==> src/rtl/vga_fb_arbiter_if.sv <==
// Writer-side handshake into the VGA framebuffer arbiter.
// The writer holds wr_req until it sees the one-clk wr_ack.
interface vga_fb_arbiter_if #(
   parameter int ADDR_W = 15
);
   logic              wr_req;
   logic [ADDR_W-1:0] wr_addr;
   logic [2:0]        wr_data;
   logic              wr_ack;
   logic              wr_err;

   modport master (
      output wr_req, wr_addr, wr_data,
      input  wr_ack, wr_err
   );

   modport slave (
      input  wr_req, wr_addr, wr_data,
      output wr_ack, wr_err
   );
endinterface

==> src/rtl/vga_fb_arbiter.sv <==
// VGA raster sequencer sharing one single-port framebuffer with a writer.
// Define VBLANK_ONLY_WR_EN to restrict writer grants to vertical blanking.
module vga_fb_arbiter #(
   parameter int H_VIS  = 640,
   parameter int H_FP   = 16,
   parameter int H_SYNC = 96,
   parameter int H_BP   = 48,
   parameter int V_VIS  = 480,
   parameter int V_FP   = 10,
   parameter int V_SYNC = 2,
   parameter int V_BP   = 33,
   parameter int FB_W   = H_VIS / 4,
   parameter int FB_H   = V_VIS / 4,
   parameter int ADDR_W = 15
) (
   input  logic              clk,
   input  logic              reset,
   input  logic              pix_en,
   output logic              hsync,
   output logic              vsync,
   output logic              de,
   output logic [2:0]        rgb,
   output logic              frame_start,
   output logic [ADDR_W-1:0] mem_addr,
   output logic              mem_we,
   output logic [2:0]        mem_wdata,
   input  logic [2:0]        mem_rdata,
   vga_fb_arbiter_if.slave   wr
);

   localparam int H_TOT = H_VIS + H_FP + H_SYNC + H_BP;
   localparam int V_TOT = V_VIS + V_FP + V_SYNC + V_BP;
   localparam int HW    = $clog2(H_TOT);
   localparam int VW    = $clog2(V_TOT);

   localparam logic [HW-1:0] H_LAST = HW'(H_TOT - 1);
   localparam logic [HW-1:0] H_VISC = HW'(H_VIS);
   localparam logic [HW-1:0] HS_BEG = HW'(H_VIS + H_FP);
   localparam logic [HW-1:0] HS_END = HW'(H_VIS + H_FP + H_SYNC);

   localparam logic [VW-1:0] V_LAST = VW'(V_TOT - 1);
   localparam logic [VW-1:0] V_VISC = VW'(V_VIS);
   localparam logic [VW-1:0] VS_BEG = VW'(V_VIS + V_FP);
   localparam logic [VW-1:0] VS_END = VW'(V_VIS + V_FP + V_SYNC);

   localparam logic [ADDR_W:0]   FB_SIZE = (ADDR_W + 1)'(FB_W * FB_H);
   localparam logic [ADDR_W-1:0] FB_WC   = ADDR_W'(FB_W);

   logic [HW-1:0]     h_cnt;
   logic [HW-1:0]     h_nxt;
   logic [VW-1:0]     v_cnt;
   logic [VW-1:0]     v_nxt;
   logic              vis_cur;
   logic              vis_nxt;
   logic              fetch;
   logic              fetch_q;
   logic              wr_win;
   logic              grant;
   logic              in_range;
   logic [ADDR_W-1:0] faddr;
   logic [ADDR_W-1:0] addr_q;
   logic [2:0]        pixel_reg;

   always_comb begin
      h_nxt = h_cnt + 1'b1;
      v_nxt = v_cnt;
      if (h_cnt == H_LAST) begin
         h_nxt = '0;
         v_nxt = (v_cnt == V_LAST) ? '0 : v_cnt + 1'b1;
      end
   end

   assign vis_cur = (h_cnt < H_VISC) && (v_cnt < V_VISC);
   assign vis_nxt = (h_nxt < H_VISC) && (v_nxt < V_VISC);

   // Look one position ahead so the word lands in pixel_reg in time.
   assign fetch = reset && pix_en && vis_nxt &&
                  (h_nxt[1:0] == 2'b00);

   assign faddr = ADDR_W'(v_nxt >> 2) * FB_WC +
                  ADDR_W'(h_nxt >> 2);

`ifdef VBLANK_ONLY_WR_EN
   assign wr_win = (v_cnt >= V_VISC);
`else
   assign wr_win = 1'b1;
`endif

   assign in_range = {1'b0, wr.wr_addr} < FB_SIZE;
   assign grant    = reset && wr.wr_req && !fetch && wr_win;

   always_comb begin
      mem_addr  = addr_q;
      mem_we    = 1'b0;
      mem_wdata = wr.wr_data;
      wr.wr_ack = 1'b0;
      wr.wr_err = 1'b0;
      unique case (1'b1)
         fetch: begin
            mem_addr = faddr;
         end
         grant: begin
            mem_addr  = wr.wr_addr;
            mem_we    = in_range;
            wr.wr_ack = 1'b1;
            wr.wr_err = !in_range;
         end
         default: ;
      endcase
   end

   always_ff @(posedge clk) begin
      if (!reset) begin
         h_cnt       <= '0;
         v_cnt       <= '0;
         hsync       <= 1'b1;
         vsync       <= 1'b1;
         de          <= 1'b0;
         rgb         <= 3'b000;
         frame_start <= 1'b0;
         pixel_reg   <= 3'b000;
         fetch_q     <= 1'b0;
         addr_q      <= '0;
      end else begin
         frame_start <= 1'b0;
         fetch_q     <= fetch;
         addr_q      <= mem_addr;
         if (fetch_q) begin
            pixel_reg <= mem_rdata;
         end
         if (pix_en) begin
            h_cnt <= h_nxt;
            v_cnt <= v_nxt;
            hsync <= !((h_cnt >= HS_BEG) && (h_cnt < HS_END));
            vsync <= !((v_cnt >= VS_BEG) && (v_cnt < VS_END));
            de    <= vis_cur;
            rgb   <= vis_cur ? pixel_reg : 3'b000;
            frame_start <= (h_cnt == '0) && (v_cnt == '0);
         end
      end
   end

endmodule
==> src/flat_wrapper.sv <==
// flat-port wrapper written by rule: the top's interface ports become plain ports
module vga_fb_arbiter_flat 
#(
   parameter int H_VIS  = 640,
   parameter int H_FP   = 16,
   parameter int H_SYNC = 96,
   parameter int H_BP   = 48,
   parameter int V_VIS  = 480,
   parameter int V_FP   = 10,
   parameter int V_SYNC = 2,
   parameter int V_BP   = 33,
   parameter int FB_W   = H_VIS / 4,
   parameter int FB_H   = V_VIS / 4,
   parameter int ADDR_W = 15
)
  (clk, reset, pix_en, hsync, vsync, de, rgb, frame_start, mem_addr, mem_we, mem_wdata, mem_rdata, wr_wr_req, wr_wr_addr, wr_wr_data, wr_wr_ack, wr_wr_err);
  vga_fb_arbiter_if #(.ADDR_W(ADDR_W)) wr_i ();
  input  logic clk;
  input  logic reset;
  input  logic pix_en;
  output logic hsync;
  output logic vsync;
  output logic de;
  output logic [2:0] rgb;
  output logic frame_start;
  output logic [ADDR_W-1:0] mem_addr;
  output logic mem_we;
  output logic [2:0] mem_wdata;
  input  logic [2:0] mem_rdata;
  input wire logic [$bits(wr_i.wr_req)-1:0] wr_wr_req;
  input wire logic [$bits(wr_i.wr_addr)-1:0] wr_wr_addr;
  input wire logic [$bits(wr_i.wr_data)-1:0] wr_wr_data;
  output wire logic [$bits(wr_i.wr_ack)-1:0] wr_wr_ack;
  output wire logic [$bits(wr_i.wr_err)-1:0] wr_wr_err;
  assign wr_i.wr_req = wr_wr_req;
  assign wr_i.wr_addr = wr_wr_addr;
  assign wr_i.wr_data = wr_wr_data;
  assign wr_wr_ack = wr_i.wr_ack;
  assign wr_wr_err = wr_i.wr_err;
  vga_fb_arbiter #(.H_VIS(H_VIS), .H_FP(H_FP), .H_SYNC(H_SYNC), .H_BP(H_BP), .V_VIS(V_VIS), .V_FP(V_FP), .V_SYNC(V_SYNC), .V_BP(V_BP), .FB_W(FB_W), .FB_H(FB_H), .ADDR_W(ADDR_W)) u_core (.clk(clk), .reset(reset), .pix_en(pix_en), .hsync(hsync), .vsync(vsync), .de(de), .rgb(rgb), .frame_start(frame_start), .mem_addr(mem_addr), .mem_we(mem_we), .mem_wdata(mem_wdata), .mem_rdata(mem_rdata), .wr(wr_i));
endmodule
==> config.mk <==
export PLATFORM = sky130hd
export DESIGN_NAME = vga_fb_arbiter_flat
export DESIGN_NICKNAME = d
export VERILOG_FILES = /design/src/rtl/vga_fb_arbiter_if.sv /design/src/rtl/vga_fb_arbiter.sv /design/src/flat_wrapper.sv
export SDC_FILE = /design/constraint.sdc
export NUM_CORES = 1
export LEC_CHECK = 0
export CORE_MARGIN = 4
export CORE_UTILIZATION = 42
export DETAILED_ROUTE_END_ITERATION = 10
export GPL_TIMING_DRIVEN = 1
export HOLD_SLACK_MARGIN = 0.05
export PLACE_DENSITY_LB_ADDON = 0.2
export SLEW_MARGIN = 30
export SYNTH_ARGS = -nofsm -noshare
export SYNTH_HDL_FRONTEND = slang
export SYNTH_SLANG_ARGS = --single-unit
==> constraint.sdc <==
create_clock -name clk -period 6.8 [get_ports clk]
set_input_delay 1.36 -clock clk [delete_from_list [all_inputs] [get_ports clk]]
set_output_delay 1.36 -clock clk [all_outputs]
set_load 0.05 [all_outputs]
; Word-level counts from Yosys, hierarchy flattened
; Index checks and enable logic that the tools add are counted.
[word_totals]
reg_bits = 46
memories = 0
inputBits = 25
mem_bits_rw = 0
latch_bits = 0
output_inout_bits = 28
rom_bits = 0
[classes]
n_reduce_logical = 18
n_addsub = 3
n_mul = 1
eq_ne = 2
div_mod_pow = 0
bitwise_logic = 0
shifts = 0
order_cmp = 9
muxes = 8
[op_table]
columns = operator, count
row1 = "< comparator 10 bit, second input constant", 3
row2 = "< comparator 10 x 9 -> 1 bit, second input constant", 3
row3 = two-way mux 10 bit, 3
row4 = one-hot mux 15 bit (2 select lines), 1
row5 = "adder 10 x 1 -> 10 bit, second input constant", 2
row6 = "== test 10 bit, second input constant", 2
row7 = logical NOT 10 bit, 2
row8 = adder 15 x 8 -> 15 bit, 1
row9 = "< comparator 15 bit, second input constant", 1
row10 = ">= comparator 10 bit, second input constant", 1
row11 = ">= comparator 10 x 9 -> 1 bit, second input constant", 1
row12 = logical AND 1 bit, 10
row13 = "multiplier 8 x 3 -> 10 bit, second input constant", 1
row14 = logical NOT 1 bit, 4
row15 = two-way mux 1 bit, 3
row16 = two-way mux 3 bit, 1
row17 = logical NOT 2 bit, 1
row18 = AND reduction 2 bit, 1

; Logic depth before layout (Yosys ltp)
; Gate-level depths: netlist of run 1.
[depth]
ltp_word = 10
depth_mapped = 16
depth_no_buf = 16

; Least setup slack after synthesis of run 1
; OpenSTA, ideal clock, no wires.
[synth_timing]
path_type = register -> output
start = reg u_core.h_cnt[0]
end = out mem_addr[14]
path_stages_with_launch = 17
t_required_ns = 5.440
path_slack_ns = 0.984
n_path_buf = 1
arrival_ns = 4.456
path_cell_list = dfxtp_1 -> ha_1 -> nand3_2 -> nor4_1 -> clkbuf_1 -> o21ai_0 -> a21oi_1 -> inv_1 -> ha_1 -> ha_1 -> fa_1 -> o211a_1 -> nand3_1 -> nor3_1 -> nand3_1 -> xnor2_1 -> a21oi_1
[synth_via]
elab_chain_len = 9
elab_cells_between_ends = 15
cone_classes = add/sub (2) / mul (1) / order compare (2) / eq/ne (1) / mux (3) / reduce/logical (6)
[synth_lines]
columns = item, line
row1 = start: declaration, vga_fb_arbiter.sv:49  ; logic [HW-1:0] h_cnt;
row2 = start signal: assignment, vga_fb_arbiter.sv:132  ; h_cnt <= h_nxt;
row3 = == test 10 bit *, vga_fb_arbiter.sv:67  ; if (h_cnt == H_LAST) begin
row4 = two-way mux 10 bit *, vga_fb_arbiter.sv:67
row5 = named net u_core.v_nxt[3], vga_fb_arbiter.sv:52  ; logic [VW-1:0] v_nxt;
row6 = "parallel branches: the longest is 6 deep, another holds adder 15 x 8 -> 15 bit", n/a
row7 = one-hot mux 15 bit (2 select lines) *, vga_fb_arbiter.sv:98  ; unique case (1'b1)
row8 = end: declaration, flat_wrapper.sv:26  ; output logic [ADDR_W-1:0] mem_addr;
; Mark *: on every way through the listed nets, which the timed path passes.

; Worst setup path in the final report of run 1
[layout_timing]
start = reg u_core.h_cnt[0]
end = out mem_addr[11]
; Same word-level chain as after synthesis.

==> reports/results.ini, run 1 <==
[outcome]
status = finished clean

[worst_setup_path]
reg2reg_depth = 16
worstSetupPathType = reg -> out
endpoint_kind = output port
r2r_slack_ns = 2.44
r2r_start = u_core.h_cnt[0]
timing.rr.end = u_core.addr_q[14]
crit_arrival_ns = 5.00
crit_required_ns = 5.44
cp-start-kind = flop
path_max_fanout = 10

[worst_hold_path]
worstHoldEndpoint = u_core.hsync
hold_class = reg -> reg
hold_start = u_core.hsync
holdPathStages = 2

[cells_and_area]
top_register = u_core.addr_q
syn_to_final_growth_pct = 16.8
top_regs = u_core.addr_q x15, u_core.h_cnt x10, u_core.v_cnt x10
utilization = 0.509
diodes = 0
num-nets-final = 486
drive_gt1_frac = 0.111
largest_register_ffs = 15
fin_area_sq_mm = 0.00398

[global_routing]
grt_pass1_wl_mm = 14.2
gr-usage-all-layers = 0.177
grt_pass1_vias = 2865
grt_max_degree = 32
grt.overflow.total = 0
antenna_found_initial = 0

[placement]
hpwlAfterDp_mm = 6.17
gp_congestion = 0.896
placed_area_sq_mm = 0.00387
numPortBuffers = 46

[pwr]
p_comb_frac = 0.228
p_clk_frac = 0.325
leakage_nw = 1.67
p_int_mw = 0.450
p_sw_mw = 0.196
p_per_area_mw_per_mm2 = 162
total_power_mw = 0.646
switching_share = 0.304
peakVddDrop_v = 0.0000767
seq_power_share = 0.447

[sta]
setup_tns_ns = 0
hold_viol = 0
skew_ns = 0.00702
slew_viol_final = 0
tightest_slew_ns = 0.833
min_period_ns = 6.36
finalSetupViolations = 0
holdWs_ns = 0.490
fin_crit_sh = 0.935
fmax_ghz = 0.157
rsz0062_at_grt = false
slew_headroom = 0.445

[run]
cap_viol_max_count = 0

[logic_synthesis]
synth_top_area_frac = 0.270
synth_fp_nets = 459
ys.flop_type = dfxtp_1
ys_ff_latch = 46
synth-async-reset-ratio = 0
synth_edf_count = 0
synth_cells = 412
synth_area_leader_cell = dfxtp_1
ys_seq_area_frac = 0.270
syn_area_sq_mm = 0.00341
ys_types = 67
ys_warn_count = 0
netlist_top_cells_area = dfxtp_1, ha_1, nor2_1
syn_area_per_cell_sq_um = 8.27

[die]
core.rowCount = 32
dieArea_sq_mm = 0.00961
die_y_microns = 98.1
die-width_microns = 98.1
core_sq_mm = 0.00781
io_pins = 53
start_util = 0.436

[clock_network]
cts_root_buf = clkbuf_8
cts.clk_slew.worst_paths_ns = 0.09
cts_tree = yes
clock_path_buffers = 2
post-cts-setup-buffer-count = 0
post_cts_resized = 0
cts_num_sinks = 46
htree_levels = 2
hold_buffers = 0
worst_skew_pair.late_latency_ns = 0.30
cts_buffers = 5

[drt]
postRouteAntennaNets = 0
drc = 0
drt_iter0_drc = 126
vias_per_cell = 5.51
first_pass_iters = 4
wire_per_inst_microns = 15.4
vias = 2985
wl_mm = 8.34

-- per-stage QoR --
step	instances	setup WS, ns
after floorplan	412	0.984
after global placement	534	0.864
after detailed placement	534	0.794
after CTS	542	0.422
after global routing	542	0.0792
final	542	0.440
-- area by class of cell --
class                   instances  area, sq um
fillers                       776         3830
multi-input cells             322         2260
flip-flops and latches         46          921
repair buffers                 51          513
well taps                     102          128
clock buffers                   6         72.6
inverters                      13         48.8
clock inverters                 2         37.5
-- power by group through the flow --
stage          Combinational (mW)  Clock [mW]  Sequential, mW
2_1_floorplan               0.107           0           0.292
3_3_place_gp                0.147           0           0.294
3_5_place_dp                0.148           0           0.295
4_1_cts                     0.149       0.216           0.289
5_1_grt                     0.160       0.226           0.291
6_report                    0.148       0.210           0.289
-- logic make-up (layout without fill, tap and decap cells) --
group / after synthesis / in the layout / synth area share
fa+ha+maj: 22 / 22 / 0.0852
mux: 20 / 20 / 0.0602
flops: 46 / 46 / 0.270
simple gates: 171 / 171 / 0.277
compound gates: 84 / 84 / 0.176
xor+xnor: 25 / 25 / 0.0643
buf+inv: 44 / 72 / 0.0669
-- synthesized netlist by cell type, types with 2 or more instances --
library cell / instances
nand3_1: 19
nor3_2: 3
or2_2: 4
xor2_1: 15
a21oi_1: 26
clkbuf_1: 15
o2111ai_1: 2
a21o_1: 2
nand4_1: 5
nor4_1: 7
nor2b_1: 7
a211o_1: 2
ha_1: 20
fa_1: 2
a211oi_1: 5
o21a_1: 4
nand2b_1: 2
a211oi_2: 2
inv_1: 12
buf_4: 8
o31ai_1: 3
o21ai_0: 14
or3_1: 5
nor3_1: 15
and2_1: 6
or2_1: 2
mux2_2: 4
o21ai_2: 7
buf_6: 4
nand2_1: 27
and4_1: 2
buf_1: 2
mux2i_1: 16
and3_1: 8
nor3b_1: 3
nor2_1: 44
dfxtp_1: 46
xnor2_1: 10
o22ai_1: 2
o211a_1: 3
-- cell usage in the layout (no fill, tap or decap), types with 8 or more instances in the layout --
master | netlist | layout
dfxtp_1 | 46 | 46
nand2_1 | 27 | 27
nor3_1 | 15 | 15
nand3_1 | 19 | 19
ha_1 | 20 | 20
o21ai_0 | 14 | 14
a21oi_1 | 26 | 26
nor2_1 | 44 | 44
xor2_1 | 15 | 15
and3_1 | 8 | 8
xnor2_1 | 10 | 10
inv_1 | 12 | 11
clkdlybuf4s50_1 | 0 | 42
mux2i_1 | 16 | 16
-- layer usage --
metal	routed length, microns	vias to the layer above	global-route usage	part of all wire
li1	-	1522	-	-
met1	4050	1377	0.248	0.49
met2	3730	76	0.273	0.45
met3	455	10	0.0364	0.055
met4	104	0	0.0564	0.012
met5	0	-	0	0
-- worst max path at each step --
| stage | from | to | slack [ns] | depth (start not counted) |
|---|---|---|---|---|
| finish | u_core.h_cnt[0] | mem_addr[11] | 0.44 | 16 |
| global route | u_core.h_cnt[0] | mem_addr[11] | 0.08 | 16 |
| CTS | u_core.h_cnt[0] | mem_addr[11] | 0.42 | 16 |
| detailed placement | u_core.h_cnt[0] | mem_addr[11] | 0.79 | 16 |
| global placement | u_core.h_cnt[0] | mem_addr[11] | 0.86 | 16 |
| floorplan | u_core.h_cnt[0] | mem_addr[14] | 0.98 | 16 |
-- worst max-delay path, stage by stage, from the launching register on --
cell and delay (ns):
dfxtp_1 0.45, ha_1 0.29, nand3_2 0.13, nor4_1 0.42, buf_4 0.25, o21ai_0 0.10, a21oi_1 0.33, inv_1 0.12
ha_1 0.29, ha_1 0.23, fa_1 0.40, xor2_1 0.24, o2111ai_1 0.22, xnor2_1 0.18, nand3_1 0.10, and2_1 0.13
clkdlybuf4s50_1 0.81
No activity file was read; power rests on OpenSTA's default activity.
==> inputs of run 2 (changes only) <==
--- a/config.mk
+++ b/config.mk
@@ -10,7 +10,7 @@
 export DETAILED_ROUTE_END_ITERATION = 10
 export GPL_TIMING_DRIVEN = 1
 export HOLD_SLACK_MARGIN = 0.05
-export PLACE_DENSITY_LB_ADDON = 0.2
+export PLACE_DENSITY = 0.7
 export SLEW_MARGIN = 30
 export SYNTH_ARGS = -nofsm -noshare
 export SYNTH_HDL_FRONTEND = slang
==> reports/results.ini, run 2 (synthesis gave the netlist of run 1 again) <==
[worst_setup_path]
reg2reg_depth = 14  ; -2
crit_arrival_ns = 5.03  ; +0.03 ns
cpMostUsedCell = ha_1
worst_path_max_delay_cell = clkdlybuf4s50_1
cp.buffers_inverters = 3  ; unchanged
cp-start-kind = flop
path_max_fanout = 10  ; unchanged
critPathTopFamily = adder cells
r2r_start = u_core.h_cnt[0]
critical_path.cell_chain = ha_1, nand3_2, nor4_1, buf_4, o21ai_0, a21oi_1, inv_1, ha_1, ha_1, fa_1, xor2_1, o2111ai_1, xnor2_1, nand3_1, and2_1, clkdlybuf4s50_1
endpoint_kind = output port
r2r_slack_ns = 2.37  ; -0.07 ns
path_depth = 16  ; unchanged
cp_slowest_stage_delay_ns = 0.80  ; about the same
crit_required_ns = 5.44  ; about the same
worstSetupPathType = reg -> out
startpoint = u_core.h_cnt[0]
timing.rr.end = u_core.addr_q[14]

[clock_network]
cts_buffers = 5  ; unchanged
post_cts_resized = 0  ; unchanged
worst_skew_pair.late_latency_ns = 0.29  ; about the same
clock_path_buffers = 2  ; unchanged
cts_tree = yes
htree_levels = 2  ; unchanged
cts_root_buf = clkbuf_8
post-cts-setup-buffer-count = 0  ; unchanged
cts_num_sinks = 46  ; unchanged
hold_buffers = 0  ; unchanged
cts.clk_slew.worst_paths_ns = 0.08  ; about the same

[die]
core.rowCount = 32  ; unchanged
die_y_microns = 98.1  ; unchanged
die-width_microns = 98.1  ; unchanged
start_util = 0.436  ; unchanged
core_sq_mm = 0.00781  ; unchanged
dieArea_sq_mm = 0.00961  ; unchanged
io_pins = 53  ; unchanged

[run]
cap_viol_max_count = 0  ; unchanged

[placement]
dp.cells = 534  ; unchanged
dp_slack_ns = 0.786  ; -0.00787 ns
gp_congestion = 0.917  ; +2.3%
numPortBuffers = 46  ; unchanged
placed_area_sq_mm = 0.00385  ; -0.32%
hpwlAfterDp_mm = 6.17  ; about the same

[outcome]
status = finished clean

[pwr]
leakage_nw = 1.66  ; -0.40%
p_per_area_mw_per_mm2 = 154  ; -5.2%
total_power_mw = 0.608  ; -6.0%
peakVddDrop_v = 0.000136  ; +78%

[sta]
finalSetupViolations = 0  ; unchanged
slew_viol_final = 0  ; unchanged
fmax_ghz = 0.156  ; -0.54%
holdWs_ns = 0.497  ; +0.00706 ns
rsz0062_at_grt = false
tightest_slew_ns = 0.806  ; -0.0273 ns
slew_headroom = 0.462  ; +0.0169
setup_slack_ns = 0.405  ; -0.0344 ns
hold_viol = 0  ; unchanged
setup_tns_ns = 0  ; unchanged
fin_crit_sh = 0.940  ; +0.00506
min_period_ns = 6.39  ; +0.0344 ns
skew_ns = 0.00964  ; +0.00262 ns

[worst_hold_path]
holdPathStages = 2  ; unchanged
hold_start = u_core.pixel_reg[0]
worstHoldEndpoint = u_core.rgb[0]
hold_class = reg -> reg

[cells_and_area]
largest_register_ffs = 15  ; unchanged
diodes = 0  ; unchanged
final_common_cell = dfxtp_1
fin_cells = 542  ; unchanged
num-nets-final = 486  ; unchanged
drive_gt1_frac = 0.111  ; unchanged
syn_to_final_growth_pct = 15.9
top_regs = u_core.addr_q x15, u_core.h_cnt x10, u_core.v_cnt x10
fill_cells = 770  ; -0.77%
utilization = 0.505  ; -0.00401
top_register = u_core.addr_q
fin_area_sq_mm = 0.00395  ; -0.79%
mostFrequentLayoutCells = dfxtp_1, nor2_1, clkdlybuf4s50_1, nand2_1, a21oi_1

[drt]
drc = 0  ; unchanged
wire_per_inst_microns = 15.1  ; -1.9%
first_pass_iters = 4  ; unchanged
drt_iter0_drc = 139  ; +10%
postRouteAntennaNets = 0  ; unchanged
vias = 3031  ; +1.5%
wl_mm = 8.18  ; -1.9%
vias_per_cell = 5.59  ; +1.5%

[global_routing]
grt.overflow.total = 0  ; unchanged
grt_max_degree = 32  ; unchanged
grt_pass1_vias = 2923  ; +2.0%
antenna_found_initial = 0  ; unchanged
gr-usage-all-layers = 0.168  ; -0.00956
grt_pass1_wl_mm = 13.7  ; -3.8%

## run 2: cell types whose count changed in the layout (fill, tap and decap cells not counted), sizes merged
cell / previous run / this run
clkinv: 0 / 1
bufinv: 1 / 0
clkbuf: 6 / 7
clkinvlp: 1 / 0
## run 2: cell type report
type	count	area, sq um	share of cell area
sequential	46	921	0.233
inverter	13	48.8	0.0124
timing repair buffer	51	500	0.127
tap	102	128	0.0323
clock buffer	7	86.3	0.0219
multi-input combinational	322	2260	0.572
clock inverter	1	5.00	0.00127
## run 2: worst max path at each step
stage	end	slack, ns
after global placement	mem_addr[11]	0.87
after global routing	mem_addr[11]	0.05
after CTS	mem_addr[11]	0.41
after detailed placement	mem_addr[11]	0.79
after floorplan	mem_addr[14]	0.98
final	mem_addr[11]	0.41
## run 2: worst reg2reg max path, cell delays in order (launching register included)
cell and delay, ns:
dfxtp_1 0.46, ha_1 0.29, nand3_2 0.12, nor4_1 0.48, buf_4 0.26, nand2b_1 0.08, o31ai_1 0.53, ha_1 0.35
ha_1 0.32, o21ai_0 0.13, or4b_2 0.63, o2111ai_1 0.16, nand3_1 0.13, xnor2_1 0.26, a211oi_2 0.10
## run 2: metal layers
layer	wire length (microns)	track usage	up-vias
met5	0	0	-
met4	68	0.0362	0
met3	443	0.0371	6
met2	3720	0.280	75
met1	3950	0.222	1429
li1	-	-	1521
## run 2: where the power goes
part	internal, mW	total (mW)	switching [mW]
registers	0.279	0.289	0.0102
clock network	0.0822	0.172	0.0902
logic	0.0603	0.147	0.0864
